`config.mk`:
```
export PLATFORM = sky130hd
export DESIGN_NAME = prog_encoder_flat
export DESIGN_NICKNAME = d
export VERILOG_FILES = /design/src/rtl/prog_encoder_pkg.sv /design/src/rtl/prog_encoder_if.sv /design/src/rtl/prog_encoder_map.sv /design/src/rtl/prog_encoder.sv /design/src/flat_wrapper.sv
export SDC_FILE = /design/constraint.sdc
export NUM_CORES = 1
export LEC_CHECK = 0
export BUFFER_PORTS_ARGS = -buffer_cell sky130_fd_sc_hd__buf_2
export CORE_ASPECT_RATIO = 1.75
export CORE_UTILIZATION = 52
export DETAILED_ROUTE_END_ITERATION = 7
export PLACE_DENSITY_LB_ADDON = 0.2
export SLEW_MARGIN = 20
export SYNTH_ARGS = -nofsm -noshare
export SYNTH_HDL_FRONTEND = slang
export SYNTH_HIERARCHICAL = 1
export SYNTH_SLANG_ARGS = --single-unit
```
`constraint.sdc`:
```
create_clock -name clk -period 2 [get_ports clk]
set_input_delay 0.2 -clock clk [delete_from_list [all_inputs] [get_ports clk]]
set_output_delay 0.2 -clock clk [all_outputs]
set_load 0.02 [all_outputs]
```
`src/rtl/prog_encoder_pkg.sv`:
```
// rtl/prog_encoder_pkg.sv - opcodes, ALU codes and control-bundle definitions shared by encoder and decoder
package prog_encoder_pkg;

    localparam logic [3:0] OP_NOP  = 4'h0;
    localparam logic [3:0] OP_ADD  = 4'h1;
    localparam logic [3:0] OP_MUL  = 4'h2;
    localparam logic [3:0] OP_SINN = 4'h3;
    localparam logic [3:0] OP_MAC  = 4'h4;
    localparam logic [3:0] OP_ADDI = 4'h9;
    localparam logic [3:0] OP_HALT = 4'hB;
    localparam logic [3:0] OP_LD   = 4'hE;
    localparam logic [3:0] OP_ST   = 4'hF;

    localparam logic [2:0] ALU_ADD  = 3'b000;
    localparam logic [2:0] ALU_MUL  = 3'b001;
    localparam logic [2:0] ALU_SINN = 3'b010;
    localparam logic [2:0] ALU_NONE = 3'b111;

    typedef struct packed {
        logic       reg_write;
        logic       mem_to_reg;
        logic       mem_write;
        logic       mem_read;
        logic       alu_src;
        logic       reg_dst;
        logic [2:0] alu1;
        logic [2:0] alu2;
    } ctrl_t;

    localparam int CTRL_W = $bits(ctrl_t);

    localparam ctrl_t C_NOP  = '{reg_write: 1'b0, mem_to_reg: 1'b0, mem_write: 1'b0, mem_read: 1'b0,
                                 alu_src: 1'b0, reg_dst: 1'b0, alu1: ALU_NONE, alu2: ALU_NONE};
    localparam ctrl_t C_ADD  = '{reg_write: 1'b1, mem_to_reg: 1'b1, mem_write: 1'b0, mem_read: 1'b0,
                                 alu_src: 1'b0, reg_dst: 1'b1, alu1: ALU_ADD, alu2: ALU_NONE};
    localparam ctrl_t C_ADDI = '{reg_write: 1'b1, mem_to_reg: 1'b1, mem_write: 1'b0, mem_read: 1'b0,
                                 alu_src: 1'b1, reg_dst: 1'b0, alu1: ALU_ADD, alu2: ALU_NONE};
    localparam ctrl_t C_MUL  = '{reg_write: 1'b1, mem_to_reg: 1'b1, mem_write: 1'b0, mem_read: 1'b0,
                                 alu_src: 1'b0, reg_dst: 1'b1, alu1: ALU_MUL, alu2: ALU_NONE};
    localparam ctrl_t C_SINN = '{reg_write: 1'b1, mem_to_reg: 1'b1, mem_write: 1'b0, mem_read: 1'b0,
                                 alu_src: 1'b0, reg_dst: 1'b1, alu1: ALU_SINN, alu2: ALU_NONE};
    localparam ctrl_t C_MAC  = '{reg_write: 1'b1, mem_to_reg: 1'b1, mem_write: 1'b0, mem_read: 1'b0,
                                 alu_src: 1'b0, reg_dst: 1'b1, alu1: ALU_MUL, alu2: ALU_ADD};
    localparam ctrl_t C_LD   = '{reg_write: 1'b1, mem_to_reg: 1'b0, mem_write: 1'b0, mem_read: 1'b1,
                                 alu_src: 1'b1, reg_dst: 1'b0, alu1: ALU_ADD, alu2: ALU_NONE};
    localparam ctrl_t C_ST   = '{reg_write: 1'b0, mem_to_reg: 1'b0, mem_write: 1'b1, mem_read: 1'b0,
                                 alu_src: 1'b1, reg_dst: 1'b0, alu1: ALU_ADD, alu2: ALU_NONE};

    // MemtoReg is meaningless without RegWrite; a store has no destination so RegDst is free too
    localparam ctrl_t CARE_ALL    = '1;
    localparam ctrl_t CARE_NO_MTR = '{reg_write: 1'b1, mem_to_reg: 1'b0, mem_write: 1'b1, mem_read: 1'b1,
                                      alu_src: 1'b1, reg_dst: 1'b1, alu1: 3'b111, alu2: 3'b111};
    localparam ctrl_t CARE_ST     = '{reg_write: 1'b1, mem_to_reg: 1'b0, mem_write: 1'b1, mem_read: 1'b1,
                                      alu_src: 1'b1, reg_dst: 1'b0, alu1: 3'b111, alu2: 3'b111};

    function automatic logic ctrl_match(input ctrl_t a, input ctrl_t b, input ctrl_t care);
        logic [CTRL_W-1:0] diff;
        diff = (a ^ b) & care;
        return diff == '0;
    endfunction

endpackage

```
`src/rtl/prog_encoder_if.sv`:
```
// rtl/prog_encoder_if.sv - control-bundle handshake interface into the program encoder
interface prog_encoder_if;
    logic       in_valid;
    logic       in_ready;
    logic       in_halt;
    logic       RegWrite;
    logic       MemtoReg;
    logic       MemWrite;
    logic       ALUSrc;
    logic       RegDst;
    logic       MemRead;
    logic [2:0] ALUControl1;
    logic [2:0] ALUControl2;
    logic [3:0] in_rs;
    logic [3:0] in_rt;
    logic [3:0] in_rd;
    logic [3:0] in_imm;

    modport master (
        output in_valid, in_halt, RegWrite, MemtoReg, MemWrite, ALUSrc, RegDst, MemRead,
               ALUControl1, ALUControl2, in_rs, in_rt, in_rd, in_imm,
        input  in_ready
    );

    modport slave (
        input  in_valid, in_halt, RegWrite, MemtoReg, MemWrite, ALUSrc, RegDst, MemRead,
               ALUControl1, ALUControl2, in_rs, in_rt, in_rd, in_imm,
        output in_ready
    );
endinterface

```
`src/rtl/prog_encoder_map.sv`:
```
// rtl/prog_encoder_map.sv - combinational control-bundle to instruction-word mapping with legality flag
module prog_encoder_map
    import prog_encoder_pkg::*;
(
    input  ctrl_t       ctrl,
    input  logic        halt,
    input  logic [3:0]  rs,
    input  logic [3:0]  rt,
    input  logic [3:0]  rd,
    input  logic [3:0]  imm,
    output logic [15:0] word,
    output logic        legal
);

    always_comb begin
        word  = '0;
        legal = 1'b0;
        if (halt) begin
            word  = {OP_HALT, 12'h000};
            legal = 1'b1;
        end else if (ctrl_match(ctrl, C_NOP, CARE_NO_MTR)) begin
            word  = {OP_NOP, 12'h000};
            legal = 1'b1;
        end else if (ctrl_match(ctrl, C_ADD, CARE_ALL)) begin
            word  = {OP_ADD, rs, rt, rd};
            legal = 1'b1;
        end else if (ctrl_match(ctrl, C_ADDI, CARE_ALL)) begin
            word  = {OP_ADDI, rs, rt, imm};
            legal = 1'b1;
        end else if (ctrl_match(ctrl, C_MUL, CARE_ALL)) begin
            word  = {OP_MUL, rs, rt, rd};
            legal = 1'b1;
        end else if (ctrl_match(ctrl, C_SINN, CARE_ALL)) begin
            word  = {OP_SINN, rs, rt, rd};
            legal = 1'b1;
        end else if (ctrl_match(ctrl, C_MAC, CARE_ALL)) begin
            word  = {OP_MAC, rs, rt, rd};
            legal = 1'b1;
        end else if (ctrl_match(ctrl, C_LD, CARE_ALL)) begin
            word  = {OP_LD, rs, rt, imm};
            legal = 1'b1;
        end else if (ctrl_match(ctrl, C_ST, CARE_ST)) begin
            word  = {OP_ST, rs, rt, imm};
            legal = 1'b1;
        end
    end

endmodule

```
`src/rtl/prog_encoder.sv`:
```
// rtl/prog_encoder.sv - program loader: encodes control bundles into imem writes; PROG_ENCODER_CHECK_EN drops illegal bundles and pulses err
module prog_encoder
    import prog_encoder_pkg::*;
#(
    parameter int ADDR_W = 8,
    parameter int IW     = 16
)
(
    input  logic              clk,
    input  logic              reset,
    input  logic              start,
    prog_encoder_if.slave     bus,
    output logic              imem_we,
    output logic [ADDR_W-1:0] imem_addr,
    output logic [IW-1:0]     imem_wdata,
    output logic              busy,
    output logic              done,
    output logic              err
);

    generate
        if (IW != 16) begin : g_iw_check
            $error("prog_encoder: IW must be 16");
        end
    endgenerate

    localparam logic [1:0] ST_IDLE  = 2'd0;
    localparam logic [1:0] ST_LOAD  = 2'd1;
    localparam logic [1:0] ST_FLUSH = 2'd2;
    localparam logic [1:0] ST_DONE  = 2'd3;

    localparam logic [ADDR_W-1:0] LAST   = '1;
    localparam logic [ADDR_W-1:0] PENULT = LAST - 1'b1;

    logic [1:0]        state;
    logic [ADDR_W-1:0] cnt;
    ctrl_t             ctrl;
    logic [15:0]       word;
    logic [15:0]       wdata_sel;
    logic              legal;
    logic              accept;
    logic              advance;
    logic              do_write;
    logic              err_set;

    assign ctrl = '{reg_write: bus.RegWrite, mem_to_reg: bus.MemtoReg, mem_write: bus.MemWrite,
                    mem_read: bus.MemRead, alu_src: bus.ALUSrc, reg_dst: bus.RegDst,
                    alu1: bus.ALUControl1, alu2: bus.ALUControl2};

    prog_encoder_map u_map (
        .ctrl  (ctrl),
        .halt  (bus.in_halt),
        .rs    (bus.in_rs),
        .rt    (bus.in_rt),
        .rd    (bus.in_rd),
        .imm   (bus.in_imm),
        .word  (word),
        .legal (legal)
    );

    // the last address is reserved for the HALT written by FLUSH
    assign bus.in_ready = (state == ST_LOAD) && (cnt != LAST);
    assign accept       = bus.in_valid & bus.in_ready;
    assign busy         = (state == ST_LOAD) || (state == ST_FLUSH);

`ifdef PROG_ENCODER_CHECK_EN
    assign do_write  = accept & legal;
    assign advance   = accept & legal & ~bus.in_halt;
    assign err_set   = accept & ~legal;
    assign wdata_sel = word;
`else
    assign do_write  = accept;
    assign advance   = accept & ~bus.in_halt;
    assign err_set   = 1'b0;
    assign wdata_sel = legal ? word : {OP_NOP, 12'h000};
`endif

    always_ff @(posedge clk or posedge reset) begin
        if (reset) begin
            state      <= ST_IDLE;
            cnt        <= '0;
            imem_we    <= 1'b0;
            imem_addr  <= '0;
            imem_wdata <= '0;
            done       <= 1'b0;
            err        <= 1'b0;
        end else begin
            imem_we <= 1'b0;
            err     <= err_set;
            case (state)
                ST_IDLE, ST_DONE: begin
                    if (start) begin
                        state <= ST_LOAD;
                        cnt   <= '0;
                        done  <= 1'b0;
                    end
                end
                ST_LOAD: begin
                    if (do_write) begin
                        imem_we    <= 1'b1;
                        imem_addr  <= cnt;
                        imem_wdata <= wdata_sel;
                    end
                    if (accept && bus.in_halt) begin
                        state <= ST_DONE;
                        done  <= 1'b1;
                    end else if (advance) begin
                        cnt <= cnt + 1'b1;
                        if (cnt == PENULT) begin
                            state <= ST_FLUSH;
                        end
                    end
                end
                ST_FLUSH: begin
                    imem_we    <= 1'b1;
                    imem_addr  <= LAST;
                    imem_wdata <= {OP_HALT, 12'h000};
                    state      <= ST_DONE;
                    done       <= 1'b1;
                end
                default: state <= ST_IDLE;
            endcase
        end
    end

endmodule

```
`src/flat_wrapper.sv`:
```
// flat-port wrapper written by rule: the top's interface ports become plain ports
module prog_encoder_flat import prog_encoder_pkg::*;
#(
    parameter int ADDR_W = 8,
    parameter int IW     = 16
)
  (clk, reset, start, imem_we, imem_addr, imem_wdata, busy, done, err, bus_in_valid, bus_in_halt, bus_RegWrite, bus_MemtoReg, bus_MemWrite, bus_ALUSrc, bus_RegDst, bus_MemRead, bus_ALUControl1, bus_ALUControl2, bus_in_rs, bus_in_rt, bus_in_rd, bus_in_imm, bus_in_ready);
  prog_encoder_if bus_i ();
  input  logic clk;
  input  logic reset;
  input  logic start;
  output logic imem_we;
  output logic [ADDR_W-1:0] imem_addr;
  output logic [IW-1:0] imem_wdata;
  output logic busy;
  output logic done;
  output logic err;
  input wire logic [$bits(bus_i.in_valid)-1:0] bus_in_valid;
  input wire logic [$bits(bus_i.in_halt)-1:0] bus_in_halt;
  input wire logic [$bits(bus_i.RegWrite)-1:0] bus_RegWrite;
  input wire logic [$bits(bus_i.MemtoReg)-1:0] bus_MemtoReg;
  input wire logic [$bits(bus_i.MemWrite)-1:0] bus_MemWrite;
  input wire logic [$bits(bus_i.ALUSrc)-1:0] bus_ALUSrc;
  input wire logic [$bits(bus_i.RegDst)-1:0] bus_RegDst;
  input wire logic [$bits(bus_i.MemRead)-1:0] bus_MemRead;
  input wire logic [$bits(bus_i.ALUControl1)-1:0] bus_ALUControl1;
  input wire logic [$bits(bus_i.ALUControl2)-1:0] bus_ALUControl2;
  input wire logic [$bits(bus_i.in_rs)-1:0] bus_in_rs;
  input wire logic [$bits(bus_i.in_rt)-1:0] bus_in_rt;
  input wire logic [$bits(bus_i.in_rd)-1:0] bus_in_rd;
  input wire logic [$bits(bus_i.in_imm)-1:0] bus_in_imm;
  output wire logic [$bits(bus_i.in_ready)-1:0] bus_in_ready;
  assign bus_i.in_valid = bus_in_valid;
  assign bus_i.in_halt = bus_in_halt;
  assign bus_i.RegWrite = bus_RegWrite;
  assign bus_i.MemtoReg = bus_MemtoReg;
  assign bus_i.MemWrite = bus_MemWrite;
  assign bus_i.ALUSrc = bus_ALUSrc;
  assign bus_i.RegDst = bus_RegDst;
  assign bus_i.MemRead = bus_MemRead;
  assign bus_i.ALUControl1 = bus_ALUControl1;
  assign bus_i.ALUControl2 = bus_ALUControl2;
  assign bus_i.in_rs = bus_in_rs;
  assign bus_i.in_rt = bus_in_rt;
  assign bus_i.in_rd = bus_in_rd;
  assign bus_i.in_imm = bus_in_imm;
  assign bus_in_ready = bus_i.in_ready;
  prog_encoder #(.ADDR_W(ADDR_W), .IW(IW)) u_core (.clk(clk), .reset(reset), .start(start), .bus(bus_i), .imem_we(imem_we), .imem_addr(imem_addr), .imem_wdata(imem_wdata), .busy(busy), .done(done), .err(err));
endmodule
```
# Word-level counts from Yosys, hierarchy flattened
# Cells that the tools add are included.
dict set report word_totals {
  ff_bits 36
  latch_bits 0
  ram_bits 0
  rom_bits 0
  input_bits 33
  out_inout_bits 29
  mem_count 0
}
dict set report op_classes {
  add_sub_neg 1
  n_mul 0
  div_mod_pow 0
  n_lt_le_gt_ge 0
  n_eq_ne 12
  shift 0
  muxes 37
  bitwise 11
  n_reduce_logical 19
}
# op count
set op_table {}
lappend op_table {{16-bit two-way mux} 11}
lappend op_table {{12-bit logical NOT} 8}
lappend op_table {{8-bit two-way mux} 4}
lappend op_table {{16-bit case mux with 2 select lines} 1}
lappend op_table {{8-bit case mux with 2 select lines} 2}
lappend op_table {{6-bit NOT} 4}
lappend op_table {{7-bit NOT} 2}
lappend op_table {{1-bit two-way mux} 12}
lappend op_table {{8-bit by 1-bit adder with 8-bit output (second input constant)} 1}
lappend op_table {{8-bit equality test (second input constant)} 1}
lappend op_table {{2-bit two-way mux} 4}
lappend op_table {{8-bit inequality test (second input constant)} 1}
lappend op_table {{2-bit inequality test (second input constant)} 3}
lappend op_table {{2-bit case mux with 3 select lines} 1}
lappend op_table {{5-bit NOT} 1}
lappend op_table {{2-bit equality test (second input constant)} 2}
lappend op_table {{2-bit by 1-bit inequality test with 1-bit output (second input constant)} 2}
lappend op_table {{4-bit NOT} 1}
lappend op_table {{2-bit AND reduction} 2}
lappend op_table {{4-bit AND reduction} 1}
lappend op_table {{2-bit nonzero test} 2}
lappend op_table {{3-bit by 2-bit inequality test with 1-bit output (second input constant)} 1}
lappend op_table {{3-bit inequality test (second input constant)} 1}
lappend op_table {{1-bit case mux with 3 select lines} 1}
lappend op_table {{other kinds (9)} 11}

# Depth between registers and ports, before layout
dict set report logic_depth {
  ltp_word 14
  depth_mapped 8
}

# Cells and area by module
# The synthesis kept the hierarchy.
# module instances cells_each area_per_inst_um2
set by_module_without_submodules {}
lappend by_module_without_submodules {prog_encoder 1 180 1725.4}
lappend by_module_without_submodules {prog_encoder_map 1 63 459.2}

# Worst setup path before layout
# Ideal clock, no wire load.
dict set report synth_path {
  path_kind {in2reg}
  startpoint {input bus_MemWrite}
  endpoint {register u_core.imem_wdata[0]}
  setup_ns 0.066
  arrival_ns 1.848
  t_required_ns 1.934
  path_slack_ns 0.086
  path_stages 8
  path_buffers 1
  path_cell_list {nand4b_1 > nor4_4 > a22oi_2 > nand3_1 > nor2b_1 > clkbuf_1 > nand3_1 > nand2_1}
}
dict set report synth_between {
  elab_chain_cells 14
}
# item line
set synth_lines {}
lappend synth_lines {{start, declared} flat_wrapper.sv:22} ;# input wire logic [$bits(bus_i.MemWrite)-1:0] bus_MemWrite;
lappend synth_lines {{5-bit NOT (no line)} n/a}
lappend synth_lines {{12-bit logical NOT} prog_encoder_pkg.sv:59} ;# return diff == '0;
lappend synth_lines {{1-bit two-way mux} prog_encoder_map.sv:42} ;# end else if (ctrl_match(ctrl, C_ST, CARE_ST)) begin
lappend synth_lines {{1-bit two-way mux} prog_encoder_map.sv:39} ;# end else if (ctrl_match(ctrl, C_LD, CARE_ALL)) begin
lappend synth_lines {{1-bit two-way mux} prog_encoder_map.sv:36} ;# end else if (ctrl_match(ctrl, C_MAC, CARE_ALL)) begin
lappend synth_lines {{1-bit two-way mux} prog_encoder_map.sv:33} ;# end else if (ctrl_match(ctrl, C_SINN, CARE_ALL)) begin
lappend synth_lines {{1-bit two-way mux} prog_encoder_map.sv:30} ;# end else if (ctrl_match(ctrl, C_MUL, CARE_ALL)) begin
lappend synth_lines {{1-bit two-way mux} prog_encoder_map.sv:27} ;# end else if (ctrl_match(ctrl, C_ADDI, CARE_ALL)) begin
lappend synth_lines {{1-bit two-way mux} prog_encoder_map.sv:24} ;# end else if (ctrl_match(ctrl, C_ADD, CARE_ALL)) begin
lappend synth_lines {{1-bit two-way mux *} prog_encoder_map.sv:21} ;# end else if (ctrl_match(ctrl, C_NOP, CARE_NO_MTR)) begin
lappend synth_lines {{1-bit two-way mux *} prog_encoder_map.sv:18} ;# if (halt) begin
lappend synth_lines {{net u_core.legal} prog_encoder.sv:40} ;# logic legal;
lappend synth_lines {{16-bit two-way mux *} prog_encoder.sv:75} ;# assign wdata_sel = legal ? word : {OP_NOP, 12'h000};
lappend synth_lines {{16-bit two-way mux *} prog_encoder.sv:99} ;# if (do_write) begin
lappend synth_lines {{16-bit case mux with 2 select lines *} prog_encoder.sv:90} ;# case (state)
lappend synth_lines {{end signal, assigned} prog_encoder.sv:102} ;# imem_wdata <= wdata_sel;
lappend synth_lines {{end signal, assigned} prog_encoder.sv:117} ;# imem_wdata <= {OP_HALT, 12'h000};
lappend synth_lines {{end, declared} prog_encoder.sv:15} ;# output logic [IW-1:0] imem_wdata,
# The timed path passes the listed nets; every way through them passes the cells marked *. The select of a mux whose other input is x is not followed.
# A chain may end at the register's enable or synchronous reset.

# Worst setup path after layout
dict set report layout_path {
  startpoint {register u_core.state[0]}
  endpoint {register u_core.cnt[7]}
}
dict set report layout_between {
  elab_chain_cells 6
}
# item line
set layout_lines {}
lappend layout_lines {{start, declared} prog_encoder.sv:35} ;# logic [1:0] state;
lappend layout_lines {{start signal, assigned} prog_encoder.sv:80} ;# state <= ST_IDLE;
lappend layout_lines {{start signal, assigned} prog_encoder.sv:93} ;# state <= ST_LOAD;
lappend layout_lines {{start signal, assigned} prog_encoder.sv:105} ;# state <= ST_DONE;
lappend layout_lines {{2-bit by 1-bit equality test with 1-bit output} {prog_encoder.sv:62, prog_encoder.sv:90}}
lappend layout_lines {{1-bit logical AND} prog_encoder.sv:62} ;# assign bus.in_ready = (state == ST_LOAD) && (cnt != LAST);
lappend layout_lines {{1-bit bitwise AND} prog_encoder.sv:63} ;# assign accept = bus.in_valid & bus.in_ready;
lappend layout_lines {{1-bit bitwise AND / 1-bit logical AND (equally long branches)} {prog_encoder.sv:73, prog_encoder.sv:104}}
lappend layout_lines {{2-bit by 1-bit inequality test with 1-bit output (no line) / 2-bit inequality test (equally long branches)} n/a}
lappend layout_lines {{4-bit AND reduction (no line)} n/a}
lappend layout_lines {{end signal, assigned} prog_encoder.sv:108} ;# cnt <= cnt + 1'b1;
lappend layout_lines {{end, declared} prog_encoder.sv:36} ;# logic [ADDR_W-1:0] cnt;
# Parallel ways exist; a longest one is shown, timed or not.

==> flow_summary.ini <==
[run_status]
status = completed

[timing]
worst_slew_pin_slew_ns = 0.6616
slew-limit-headroom_pct = 55.02
drv_slew = 0
final-hold-violation-count = 0
final.min_clock_period_ns = 1.834
skew_ns = 0.007364
rsz0062_at_grt = false
post-route-period-util_pct = 91.71
fin_tns_setup_ns = 0
finalSetupViolCount = 0
max_freq_ghz = 0.5452

[power_and_ir_drop]
power.switching_uw = 1134
worst_ir_drop_vdd_mv = 0.7639
p_clk_share_pct = 18.2
p_seq_share_pct = 34.6
p_leak_uw = 0.001357
total_power_uw = 2748
power_density_mw_per_mm2 = 1007
switching_share_pct = 41.28
p_comb_share_pct = 47.2
internal-power_uw = 1614

[synth]
synth_cell_types = 60
synth_async_sr_flop_share_pct = 100.0
synth_top_flop_cell = dfrtp_1
ys_seq_elements = 36
synthCells = 243
netlist_area_sq_mm = 0.002185
yosysSeqAreaShare_pct = 41.24
synth_edf_count = 0
ys_warn_count = 6
synth_nets = 280
avgSynthCellArea_sq_um = 8.990

[cells_and_area]
fin_area_sq_mm = 0.002730
drive_gt1_share_pct = 33.75
multiInputGateArea_sq_mm = 0.001186
final_nets = 356
register_area_sq_um = 900.9
nFillCells = 356
diodes = 0
area_growth_pct = 24.97

[grt]
grt-ovfl-total = 0
grt_pass1_wl_mm = 8.590
grt_start_max_net_pins = 37
grt_pass1_vias = 1970
track_usage_pct = 25.83
antenna_found_initial = 0

[critical_path]
endpoint = u_core/cnt[7]
crit_path_frequent_cell = nand2_1
crit_chain = inv_1 -> ha_1 -> nand2b_1 -> and3b_1 -> nand2_1 -> o311ai_0 -> nand2_1
r2r_end = u_core/cnt[7]
rrSetupSlack_ns = 0.17
critical_path_arrival_ns = 1.99
cp_max_fo = 7
crit_type = flip-flop to flip-flop
crit_path_start = u_core/state[0]
worstSetupStartpointType = flip-flop
cpMaxStageDelayCell = dfrtp_1
endpoint_kind = flip-flop
worst_path_largest_cell_delay_ns = 0.37
r2r_start = u_core/state[0]
crit_required_ns = 2.16
reg2reg_depth = 7

[clock_network]
cts.sinks = 36
cts_hold_buf = 0
cts_made_buffers = 5
clock_latency_ns = 0.29
htree_levels = 2
cts_tree = built
clkTransAtPathRegs_ns = 0.07
cts_setup_buffers = 0
clock_path_buffers = 2
clk_root_buffer_cell = clkbuf_8

[die]
dieWidth_um = 51.00
die_h_um = 87.75
coreArea_sq_mm = 0.003941
initial_core_util_pct = 55.43
die_area_sq_mm = 0.004475
io_pins = 62
num_rows = 30

[drt]
firstDrtPassIters = 5
drtAntennaViolNets = 0
route.final.wire_length_mm = 5.401
routed_via_density = 5.717
num_vias = 2104
drt_iter0_drc = 33
wire_per_inst_um = 14.68
drc = 0

[placed_design]
place_hpwl_mm = 4.061
port-buffer-count = 60
dpl_cell_area_sq_mm = 0.002639
place_congestion = 0.8800

[job]
cap_violations = 0

[hold_path]
hold_path.class = input port to async pin
layer usage:
| metal | global-route usage, % | vias up | wire, um |
|---|---|---|---|
| li1 | - | 1025 | - |
| met1 | 24.92 | 996 | 2001 |
| met2 | 48.92 | 66 | 2978 |
| met3 | 5.208 | 17 | 233 |
| met4 | 14.65 | 0 | 187 |
| met5 | 0 | - | 0 |
what timing repair did:
action / in CTS / in global routing
setup endpoints to repair: 0 / 13
hold endpoints to repair: 0 / 0
gates resized for setup: 0 / 1
power groups by stage:
stage | sequential, uW | combinational (uW) | clock (uW)
after floorplan | 1090 | 747 | 0
after global placement | 960 | 1270 | 0
after detailed placement | 964 | 1290 | 0
after CTS | 951 | 1290 | 518
after global routing | 966 | 1420 | 540
final | 951 | 1300 | 500
cells in the mapped netlist, types with 2 or more instances:
| library cell | number | area, sq um |
|---|---|---|
| inv_1 | 10 | 37.54 |
| nor4b_1 | 2 | 17.52 |
| nand3_1 | 28 | 140.1 |
| a31oi_1 | 2 | 12.51 |
| o21ai_0 | 6 | 30.03 |
| and3b_1 | 2 | 17.52 |
| o22a_1 | 8 | 70.07 |
| nor2_1 | 11 | 41.29 |
| nand4_1 | 3 | 18.77 |
| and2_1 | 3 | 18.77 |
| a21boi_1 | 5 | 37.54 |
| mux2i_1 | 3 | 30.03 |
| nand2_1 | 42 | 157.7 |
| a21oi_1 | 19 | 95.09 |
| clkbuf_1 | 4 | 15.01 |
| buf_2 | 6 | 30.03 |
| ha_1 | 4 | 50.05 |
| and3_1 | 2 | 12.51 |
| o22ai_1 | 2 | 12.51 |
| nand2b_1 | 3 | 18.77 |
| o211ai_1 | 3 | 22.52 |
| nor4_4 | 2 | 42.54 |
| dfrtp_1 | 36 | 900.9 |
cell families (layout without fill, tap and decap cells):
| group | count (synthesis) | count (layout) | synth area share (%) |
|---|---|---|---|
| mux | 4 | 4 | 2.062 |
| flops | 36 | 36 | 41.24 |
| simple gates | 112 | 112 | 27.55 |
| compound gates | 62 | 62 | 21.25 |
| fa+ha+maj | 4 | 4 | 2.291 |
| other cells | 1 | 1 | 0.1717 |
| xor+xnor | 2 | 2 | 0.8020 |
| buf+inv | 22 | 99 | 4.639 |
through the flow:
step	cells	util, %	setup slack [ns]	hold slack (ns)
floorplan	243	-	0.08647	0.3670
global placement	360	66.95	0.1543	0.3187
detailed placement	360	66.95	0.1148	0.3220
CTS	368	69.17	0.1025	0.009687
global route	368	69.27	0.005872	0.04045
finish	368	69.27	0.1658	0.008399
state kept, by name (all words and copies together) (netlist names):
signal	flops
u_core/imem_we	1
u_core/cnt	8
u_core/imem_addr	8
u_core/state	2
u_core/done	1
u_core/imem_wdata	16
worst min-delay path by stage:
| stage | startpoint | slack (ns) | depth (start not counted) | end |
|---|---|---|---|---|
| final | reset | 0.008 | 3 | u_core/imem_we |
| after global routing | reset | 0.04 | 3 | u_core/imem_wdata[10] |
| after CTS | reset | 0.01 | 3 | u_core/imem_wdata[6] |
| after detailed placement | reset | 0.32 | 3 | u_core/imem_wdata[6] |
| after global placement | reset | 0.32 | 3 | u_core/imem_we |
| after floorplan | reset | 0.37 | 1 | u_core/cnt[0] |
final cells by class:
type                       instances  share of cell area, %
clock inverter                     3                 0.6874
timing repair buffer              81                  16.77
inverter                          10                  1.375
tap                               48                  2.200
clock buffer                       5                  2.521
multi-input combinational        185                  43.45
sequential                        36                  33.00
layout by cell type (no fill, tap or decap), types with 4 or more instances in the layout:
master    count
buf_2        60
nand2_1      42
nor2_1       11
o21ai_0       6
nand3_1      28
a21boi_1      5
ha_1          4
buf_4        21
clkbuf_8      5
a21oi_1      19
dfrtp_1      36
inv_1        10
o22a_1        8
worst max-delay path, delay by kind of cell, from the launching register on:
kind | cells | cell delay, ns
AO/OA/AOI/OAI | 1 | 0.34
adder cells (fa/ha/maj) | 1 | 0.30
buffers and inverters | 1 | 0.05
flip-flops | 1 | 0.37
AND/OR/NAND/NOR | 4 | 0.65
Note: power is estimated with default switching activity, not from simulation.
